[src/rtl/mem_arb_pkg.sv]
// Shared definitions for the two-port memory arbiter: FSM state encoding
// and arbitration-mode constants.
// Imported by arb2_grant and mem_port_arbiter.
package mem_arb_pkg;

  localparam logic [1:0] ST_IDLE   = 2'd0;
  localparam logic [1:0] ST_ACCESS = 2'd1;
  localparam logic [1:0] ST_RESP   = 2'd2;

  localparam int ARB_FIXED = 0;
  localparam int ARB_RR    = 1;

  typedef enum logic [1:0] {
    S_IDLE   = ST_IDLE,
    S_ACCESS = ST_ACCESS,
    S_RESP   = ST_RESP
  } state_t;

endpackage

[src/rtl/arb2_grant.sv]
// Purpose: combinational 2-way grant decision (round-robin or port-0 priority).
// Latency: zero cycles; no state. Backpressure: none, the caller decides when to take the grant.
// Ports: req0/req1 requests, last_grant previous winner, rr_mode 1=round-robin;
//        gnt_valid any request present, gnt_id winning port.
module arb2_grant (
  input  logic req0,
  input  logic req1,
  input  logic last_grant,
  input  logic rr_mode,
  output logic gnt_valid,
  output logic gnt_id
);

  always_comb begin
    gnt_valid = req0 | req1;
    gnt_id    = 1'b0;
    if (req0 && req1) begin
      // Tie: round-robin hands the grant to whoever did not win last time;
      // fixed priority always picks port 0.
      gnt_id = rr_mode & ~last_grant;
    end else if (req1) begin
      gnt_id = 1'b1;
    end
  end

endmodule

[src/rtl/mem_port_arbiter.sv]
// Purpose: shares one single-port memory between two requesters (0 = fetch, 1 = load/store).
// Latency: req seen in IDLE -> memory access next cycle -> registered ack/rdata the cycle after; one access per 3 cycles.
// Backpressure: a requester holds req and its command stable until its ack pulse; the loser simply waits.
// Ports: clk, rst (sync, active-high); m0_*/m1_* request ports (req, we, addr, wdata in; ack, rdata out);
//        mem_address/mem_writedata/mem_read/mem_write to the memory, mem_readdata back (combinational).
module mem_port_arbiter
  import mem_arb_pkg::*;
#(
  parameter int DW      = 32,
  parameter int AW      = 32,
  parameter int RR_MODE = ARB_RR
) (
  input  logic          clk,
  input  logic          rst,
  input  logic          m0_req,
  input  logic          m0_we,
  input  logic [AW-1:0] m0_addr,
  input  logic [DW-1:0] m0_wdata,
  output logic          m0_ack,
  output logic [DW-1:0] m0_rdata,
  input  logic          m1_req,
  input  logic          m1_we,
  input  logic [AW-1:0] m1_addr,
  input  logic [DW-1:0] m1_wdata,
  output logic          m1_ack,
  output logic [DW-1:0] m1_rdata,
  output logic [AW-1:0] mem_address,
  output logic [DW-1:0] mem_writedata,
  output logic          mem_read,
  output logic          mem_write,
  input  logic [DW-1:0] mem_readdata
);

  localparam logic RR_EN = (RR_MODE == ARB_RR);

  state_t        state, state_nxt;
  logic          owner;
  logic          last_grant;
  logic          gnt_valid;
  logic          gnt_id;
  logic          owner_we;
  logic [AW-1:0] owner_addr;
  logic [DW-1:0] owner_wdata;

  arb2_grant u_grant (
    .req0       (m0_req),
    .req1       (m1_req),
    .last_grant (last_grant),
    .rr_mode    (RR_EN),
    .gnt_valid  (gnt_valid),
    .gnt_id     (gnt_id)
  );

  // Only the owner's command reaches the memory; the other port is ignored.
  assign owner_we    = owner ? m1_we    : m0_we;
  assign owner_addr  = owner ? m1_addr  : m0_addr;
  assign owner_wdata = owner ? m1_wdata : m0_wdata;

  always_comb begin
    state_nxt     = state;
    mem_address   = '0;
    mem_writedata = '0;
    mem_read      = 1'b0;
    mem_write     = 1'b0;
    case (state)
      S_IDLE: begin
        if (gnt_valid) state_nxt = S_ACCESS;
      end
      S_ACCESS: begin
        // Not gated by rst: the memory has no reset and completes a write
        // presented on the same edge that resets the arbiter.
        mem_address   = owner_addr;
        mem_writedata = owner_wdata;
        mem_read      = ~owner_we;
        mem_write     = owner_we;
        state_nxt     = S_RESP;
      end
      S_RESP: begin
        // Requests are deliberately not sampled here so a req still high
        // from the just-finished access is not served twice.
        state_nxt = S_IDLE;
      end
      default: state_nxt = S_IDLE;
    endcase
  end

  always_ff @(posedge clk) begin
    if (rst) begin
      state      <= S_IDLE;
      owner      <= 1'b0;
      last_grant <= 1'b1;  // port 0 wins the first tie after reset
      m0_ack     <= 1'b0;
      m1_ack     <= 1'b0;
      m0_rdata   <= '0;
      m1_rdata   <= '0;
    end else begin
      state  <= state_nxt;
      // Acks are high exactly in the RESP cycle that follows ACCESS.
      m0_ack <= (state == S_ACCESS) && !owner;
      m1_ack <= (state == S_ACCESS) &&  owner;
      if (state == S_IDLE && gnt_valid) begin
        owner      <= gnt_id;
        last_grant <= gnt_id;
      end
      if (state == S_ACCESS && !owner_we) begin
        if (owner) m1_rdata <= mem_readdata;
        else       m0_rdata <= mem_readdata;
      end
    end
  end

endmodule

[config.mk]
export PLATFORM = sky130hd
export DESIGN_NAME = mem_port_arbiter
export DESIGN_NICKNAME = d
export VERILOG_FILES = /design/src/rtl/mem_arb_pkg.sv /design/src/rtl/arb2_grant.sv /design/src/rtl/mem_port_arbiter.sv
export SDC_FILE = /design/constraint.sdc
export NUM_CORES = 1
export LEC_CHECK = 0
export CAP_MARGIN = 10
export CORE_MARGIN = 10
export CORE_UTILIZATION = 33
export CTS_CLUSTER_SIZE = 24
export DETAILED_ROUTE_END_ITERATION = 10
export GPL_TIMING_DRIVEN = 0
export PLACE_DENSITY = 0.82
export RECOVER_POWER = 100
export SLEW_MARGIN = 10
export SYNTH_ARGS = -nofsm -noshare
export SYNTH_HDL_FRONTEND = slang
export SYNTH_SLANG_ARGS = --single-unit
[constraint.sdc]
create_clock -name clk -period 1.7 [get_ports clk]
set_input_delay 0.17 -clock clk [delete_from_list [all_inputs] [get_ports clk]]
set_output_delay 0.17 -clock clk [all_outputs]
set_load 0.02 [all_outputs]
==> results of run 1 <==
[repair_timing]
item                       CTS  global route
resized for setup          462            28
setup buffers               12             0
gates cloned                 5             1
pin swaps                   16             9
setup endpoints to repair   86           102
[stage by stage]
stage / cells / setup TNS, ns / worst slack [ns] / hold slack [ns]
after CTS: 818 / -10.39 / -0.225 / 0.337
after detailed placement: 785 / -46.26 / -0.801 / 0.467
final: 818 / -9.42 / -0.190 / 0.348
after global routing: 816 / -13.23 / -0.242 / 0.386
after global placement: 785 / -38.98 / -0.721 / 0.457
after floorplan: 353 / 0 / 0.127 / 0.334
[layer usage]
metal  track usage (%)  wire length, um
met1              27.2             7530
met2              44.2            10700
met3              12.4             2560
met4              7.41              564
met5                 0               13
[cell usage after synthesis]
cell type  number  area share, %
nand2_1         2           0.21
nor3b_1         3           0.63
buf_2           9            1.3
a22o_1         64             16
nor4b_2         1           0.42
nor4_1          1           0.17
buf_12          2            1.1
nor4bb_1        1           0.28
nor3_1          1           0.14
clkbuf_2        1           0.14
and3b_1         1           0.24
clkbuf_1       16            1.7
o2bb2ai_1       1           0.24
o211ai_1        1           0.21
buf_4           2           0.42
inv_1           2           0.21
nand4bb_1       1           0.31
or4b_4          1           0.38
nor4b_1         1           0.24
nand2b_1       98             17
or4b_2          1           0.28
nor2_1          3           0.31
dfxtp_1        70             39
buf_1           3           0.31
buf_6           2           0.63
mux2i_1        65             18
[power by group through the flow]
stage / Combinational, mW / Sequential (mW) / Clock [mW]
floorplan: 0.537 / 1.80 / 0
global placement: 1.43 / 1.75 / 0
detailed placement: 1.45 / 1.75 / 0
CTS: 1.62 / 1.72 / 1.68
global route: 1.73 / 1.73 / 1.76
finish: 1.66 / 1.72 / 1.67
[cells by family after synthesis]
logic type      Yosys count
mux                      65
compound gates           66
buf+inv                  37
flops                    70
simple gates            115
[registers in the layout, indices dropped and copies added, names as in the netlist]
register    flops
m0_rdata       32
m1_rdata       32
state           2
last_grant      1
m0_ack          1
m1_ack          1
owner           1
[worst max-delay path, delay by kind of cell (launching register included)]
family / cells / cell delay [ns]
AO/OA/AOI/OAI: 1 / 0.24
buffers and inverters: 4 / 0.57
flip-flops: 1 / 0.34
AND/OR/NAND/NOR: 1 / 0.24
[area by class of cell]
class                      instances  area (sq um)  share of cell area (%)
antenna                            2          5.00                  0.0667
buffer                            32           345                    4.60
clock buffer                       9           124                    1.65
clock inverter                     7           120                    1.60
inverter                           2          7.51                   0.100
multi-input combinational        246          2090                    27.9
sequential                        70          1410                    18.7
tap                              136           170                    2.27
timing repair buffer             314          3230                    43.1
[worst paths after layout]
| check | from | end | slack [ns] | cells past startpoint |
|---|---|---|---|---|
| max | state[1] | mem_writedata[8] | -0.19 | 6 |
| min | rst | m0_rdata[9] | 0.35 | 3 |
| min reg2reg | m1_rdata[29] | m1_rdata[29] | 0.48 | 2 |
| max reg2reg | state[0] | m1_rdata[21] | 0.05 | 6 |
==> results.yml, run 1 <==
run_status:
  outcome: "finished with violations"
  violations: "negative setup slack"
timing:
  finalSetupViolCount: 65
  period_needed_ns: 1.89
  finalClockSkew_ns: 0.0142
  relSlewSlack_pct: 62.0
  fin_crit_sh_pct: 111
  max_freq_ghz: 0.529
  finalMaxSlewViolations: 0
  worst_slew_pin_slew_ns: 0.568
  rsz0062_at_grt: "true"
  hold_viol: 0
  setup_ws_ns: -0.190
power_and_ir_drop:
  combinationalPowerShare_pct: 32.9
  sw_frac_of_total_pct: 28.2
  total_power_mw: 5.05
  power.switching_mw: 1.43
  leakage_nw: 3.09
  clkPwrFrac_pct: 33.0
  seqPwrFrac_pct: 34.1
  power.internal_mw: 3.63
  power_density_mw_per_mm2: 674
  ir_drop_v: 0.000586
detailed_routing:
  vias_per_cell: 5.06
  routed_wl_um: 21300
  drc_errors: 0
  firstDrtPassIters: 4
  wire_per_inst_um: 26.1
  ant_nets: 0
  drt_iter0_drc: 230
  vias: 4135
global_routing:
  track_usage_pct: 25.6
  grt_pass1_vias: 4491
  grt_pass1_wl_um: 29200
  overflow: 0
  grt_max_degree: 14
  grt_antenna_before_repair: 5
worst_setup_path:
  cp_cell_sequence: "buf_6 > and3b_2 > buf_8 > clkbuf_16 > a22o_4 > buf_6"
  crit_path_frequent_cell: "buf_6"
  path_max_fanout: 7
  arrival_ns: 1.72
  critical_path_required_ns: 1.53
  start_kind: "flip-flop"
  cpMaxStageDelayCell: "dfxtp_2"
  worstSetupPathType: "reg -> out"
  end_kind: "output port"
  cp_slowest_stage_delay_ns: 0.34
cells_and_area:
  fin_area_sq_mm: 0.00750
  drive_above_1_share_pct: 20.4
  fillCellCount: 814
  mostFrequentLayoutCell: "clkdlybuf4s50_1"
  fin_nets: 841
  final_cell_mix: "clkdlybuf4s50_1 (230), nand2b_1 (97), buf_6 (68)"
  areaGrowthSynthToFinish_pct: 110
  final_util_pct: 71.7
clock_network:
  clk_latency_ns: 0.35
  cts_root_buf: "clkbuf_8"
  clkTransAtPathRegs_ns: 0.08
  cts_buffer_depth: 2
  h-tree-depth: 3
  clock_sinks: 70
  cts_tree: "built"
  hold_buffers: 0
  cts_buffers: 9
yosys:
  netlist_area_sq_mm: 0.00358
  synth_compound_area_share_pct: 16.1
  syn_nets: 519
  synthSimpleGateAreaFrac_pct: 20.8
  synth_xor_area_share_pct: 0
  synthAdderAreaFrac_pct: 0
  synth_area_per_cell_sq_um: 10.1
  synth-warning-count: 0
  ys_ff_latch: 70
  synth_top_family_by_area: "simple AND/OR/NAND/NOR gates"
  ys_types: 26
  ys_seq_area_share_pct: 39.2
  synth_cells: 353
  synthMuxAreaShare_pct: 18.2
floorplan:
  io_pins: 298
  die_w_um: 124
  row_count: 37
  fp.dieArea_sq_mm: 0.0154
  die_h_um: 124
  core_area_sq_mm: 0.0105
  initial_core_util_pct: 34.2
placement:
  dp_hpwl_um: 17500
  gp_congestion: 0.942
  io_buffer_count: 296
  postPlaceCellArea_sq_mm: 0.00671
min_path:
  hp-class: "in -> reg"
run:
  max-cap-violations: 0
No activity file was read; power rests on OpenSTA's default activity.
==> run 2: changes to the inputs <==
--- a/config.mk
+++ b/config.mk
@@ -6,12 +6,12 @@
 export NUM_CORES = 1
 export LEC_CHECK = 0
 export CAP_MARGIN = 10
-export CORE_MARGIN = 10
-export CORE_UTILIZATION = 33
+export CORE_AREA = 2 2 114 116
 export CTS_CLUSTER_SIZE = 24
 export DETAILED_ROUTE_END_ITERATION = 10
+export DIE_AREA = 0 0 116 118
 export GPL_TIMING_DRIVEN = 0
-export PLACE_DENSITY = 0.82
+export PLACE_DENSITY = 0.73
 export RECOVER_POWER = 100
 export SLEW_MARGIN = 10
 export SYNTH_ARGS = -nofsm -noshare
==> results.yml, run 2 (synthesis gave the netlist of run 1 again) <==
clock_network:
  cts_root_buf: "clkbuf_16"
  cts_buffers: 9
  cts_buffer_depth: 2
  h-tree-depth: 3
  clk_latency_ns: 0.33
  cts_tree: "built"
  clkTransAtPathRegs_ns: 0.06
  clock_sinks: 70
floorplan:
  die_h_um: 118
  die_w_um: 116
  core_area_sq_mm: 0.0124
  fp.dieArea_sq_mm: 0.0137
  row_count: 41
  initial_core_util_pct: 28.8
  io_pins: 298
global_routing:
  grt_pass1_wl_um: 25800
  overflow: 0
  grt_antenna_before_repair: 0
  grt_max_degree: 13
  track_usage_pct: 25.2
  grt_pass1_vias: 4297
min_path:
  hp-class: "in -> reg"
  min_from: "rst"
  hold_path_depth: 3
  holdPathEnd: "m0_rdata[7]"
worst_setup_path:
  ff2ff_path_depth: 7
  startpoint: "state[0]"
  worstSetupPathType: "reg -> out"
  reg2reg_to: "m1_rdata[12]"
  start_kind: "flip-flop"
  cp_cell_sequence: "buf_8 > nor3b_4 > buf_4 > buf_8 > buf_6 > a22o_1 > buf_6"
  reg2reg_from: "state[0]"
  cpMaxStageDelayCell: "dfxtp_2"
  cp_slowest_stage_delay_ns: 0.33
  path_max_fanout: 10
  arrival_ns: 1.72
  end_kind: "output port"
  reg2reg_slack_ns: 0.09
  critical_path_required_ns: 1.53
detailed_routing:
  firstDrtPassIters: 4
  drt_iter0_drc: 136
  ant_nets: 0
  vias_per_cell: 4.79
  routed_wl_um: 18400
  met1_length_um: 7390
  top_layer: "met4"
  wire_per_inst_um: 21.4
  vias: 4119
  routed-wl-met3_um: 1840
  wl_met2_um: 8730
  drc_errors: 0
run:
  max-cap-violations: 0
cells_and_area:
  areaGrowthSynthToFinish_pct: 116
  reg.largest.list: "m0_rdata: 32 flops, m1_rdata: 32 flops, state: 2 flops"
  antennaDiodeCount: 0
  fillCellCount: 1005
  fin_nets: 849
  drive_above_1_share_pct: 21.4
  final_cell_mix: "clkdlybuf4s50_1 (230), nand2b_1 (98), buf_6 (78)"
  mostFrequentLayoutCell: "clkdlybuf4s50_1"
run_status:
  violations: "negative setup slack"
  outcome: "finished with violations"
timing:
  finalSetupViolCount: 64
  hold_viol: 0
  finalMaxSlewViolations: 0
  worst_hold_slack_ns: 0.373
  max_freq_ghz: 0.530
  fin_crit_sh_pct: 111
  period_needed_ns: 1.89
  setup_ws_ns: -0.188
  finalClockSkew_ns: 0.00436
  worst_slew_pin_slew_ns: 0.534
  setup_tns_ns: -9.79
  relSlewSlack_pct: 64.2
  rsz0062_at_grt: "true"
placement:
  io_buffer_count: 296
  dp_hpwl_um: 14300
  dp_slack_ns: -0.862
  gp_congestion: 0.983
power_and_ir_drop:
  ir_drop_v: 0.000532
  leakage_nw: 3.19
  power_density_mw_per_mm2: 748
run 2: changes by cell type in the layout (fill, tap and decap cells not counted), moves of 2 or more:
cell / delta
diode_2: -2
buf_6: +10
buf_8: -4
clkbuf_16: +7
clkbuf_8: -8
run 2: where the power goes:
group / switching (mW) / internal, mW
registers: 0.0348 / 1.69
clock network: 0.707 / 1.66
logic: 0.705 / 0.974
total: 1.45 / 4.33
run 2: cell type report:
type	count	area [sq um]	area share (%)
Clock buffer	11	253	3.27
Multi-Input combinational cell	246	2090	27.1
Timing Repair Buffer	323	3320	42.9
Buffer	31	304	3.94
Clock inverter	5	129	1.67
Tap cell	172	215	2.79
Sequential cell	70	1410	18.2
Inverter	2	7.51	0.0972
run 2: repair_timing:
item | 4_1_cts | 5_1_grt
setup endpoints to repair | 85 | 102
gates resized for setup | 463 | 33
pin swaps | 33 | 13
gates cloned | 6 | 1
buffers inserted | 11 | 10
hold buffers | 0 | 0
run 2: worst max-delay path by stage:
stage                             endpoint  slack [ns]  cells past startpoint
final                     mem_writedata[8]       -0.19                      7
after floorplan                   mem_read        0.13                      5
after detailed placement    mem_address[9]       -0.86                      6
after global routing        mem_address[2]       -0.22                      7
after global placement      mem_address[9]       -0.86                      6
after CTS                         mem_read       -0.19                      6
run 2: critical path: cells and delay by family, from the launching register on:
family,cells,cell delay [ns]
flip-flops,1,0.33
AND/OR/NAND/NOR,1,0.14
buffers and inverters,5,0.66
AO/OA/AOI/OAI,1,0.25
run 2: through the flow:
| step | instances | total power, mW | area [sq um] | util (%) |
|---|---|---|---|---|
| 6_report | 860 | 5.78 | 7720 | 62.2 |
| 3_3_place_gp | 821 | 3.18 | 6760 | 54.4 |
| 3_5_place_dp | 821 | 3.19 | 6760 | 54.4 |
| 2_1_floorplan | 353 | 2.34 | 3580 | - |
| 4_1_cts | 854 | 5.74 | 7560 | 60.9 |
| 5_1_grt | 860 | 5.93 | 7720 | 62.2 |
run 2: per-layer routing:
layer	up-vias	global-route usage [%]
li1	1912	-
met1	1968	29.6
met2	211	43.3
met3	28	8.14
met4	0	7.29
met5	-	0
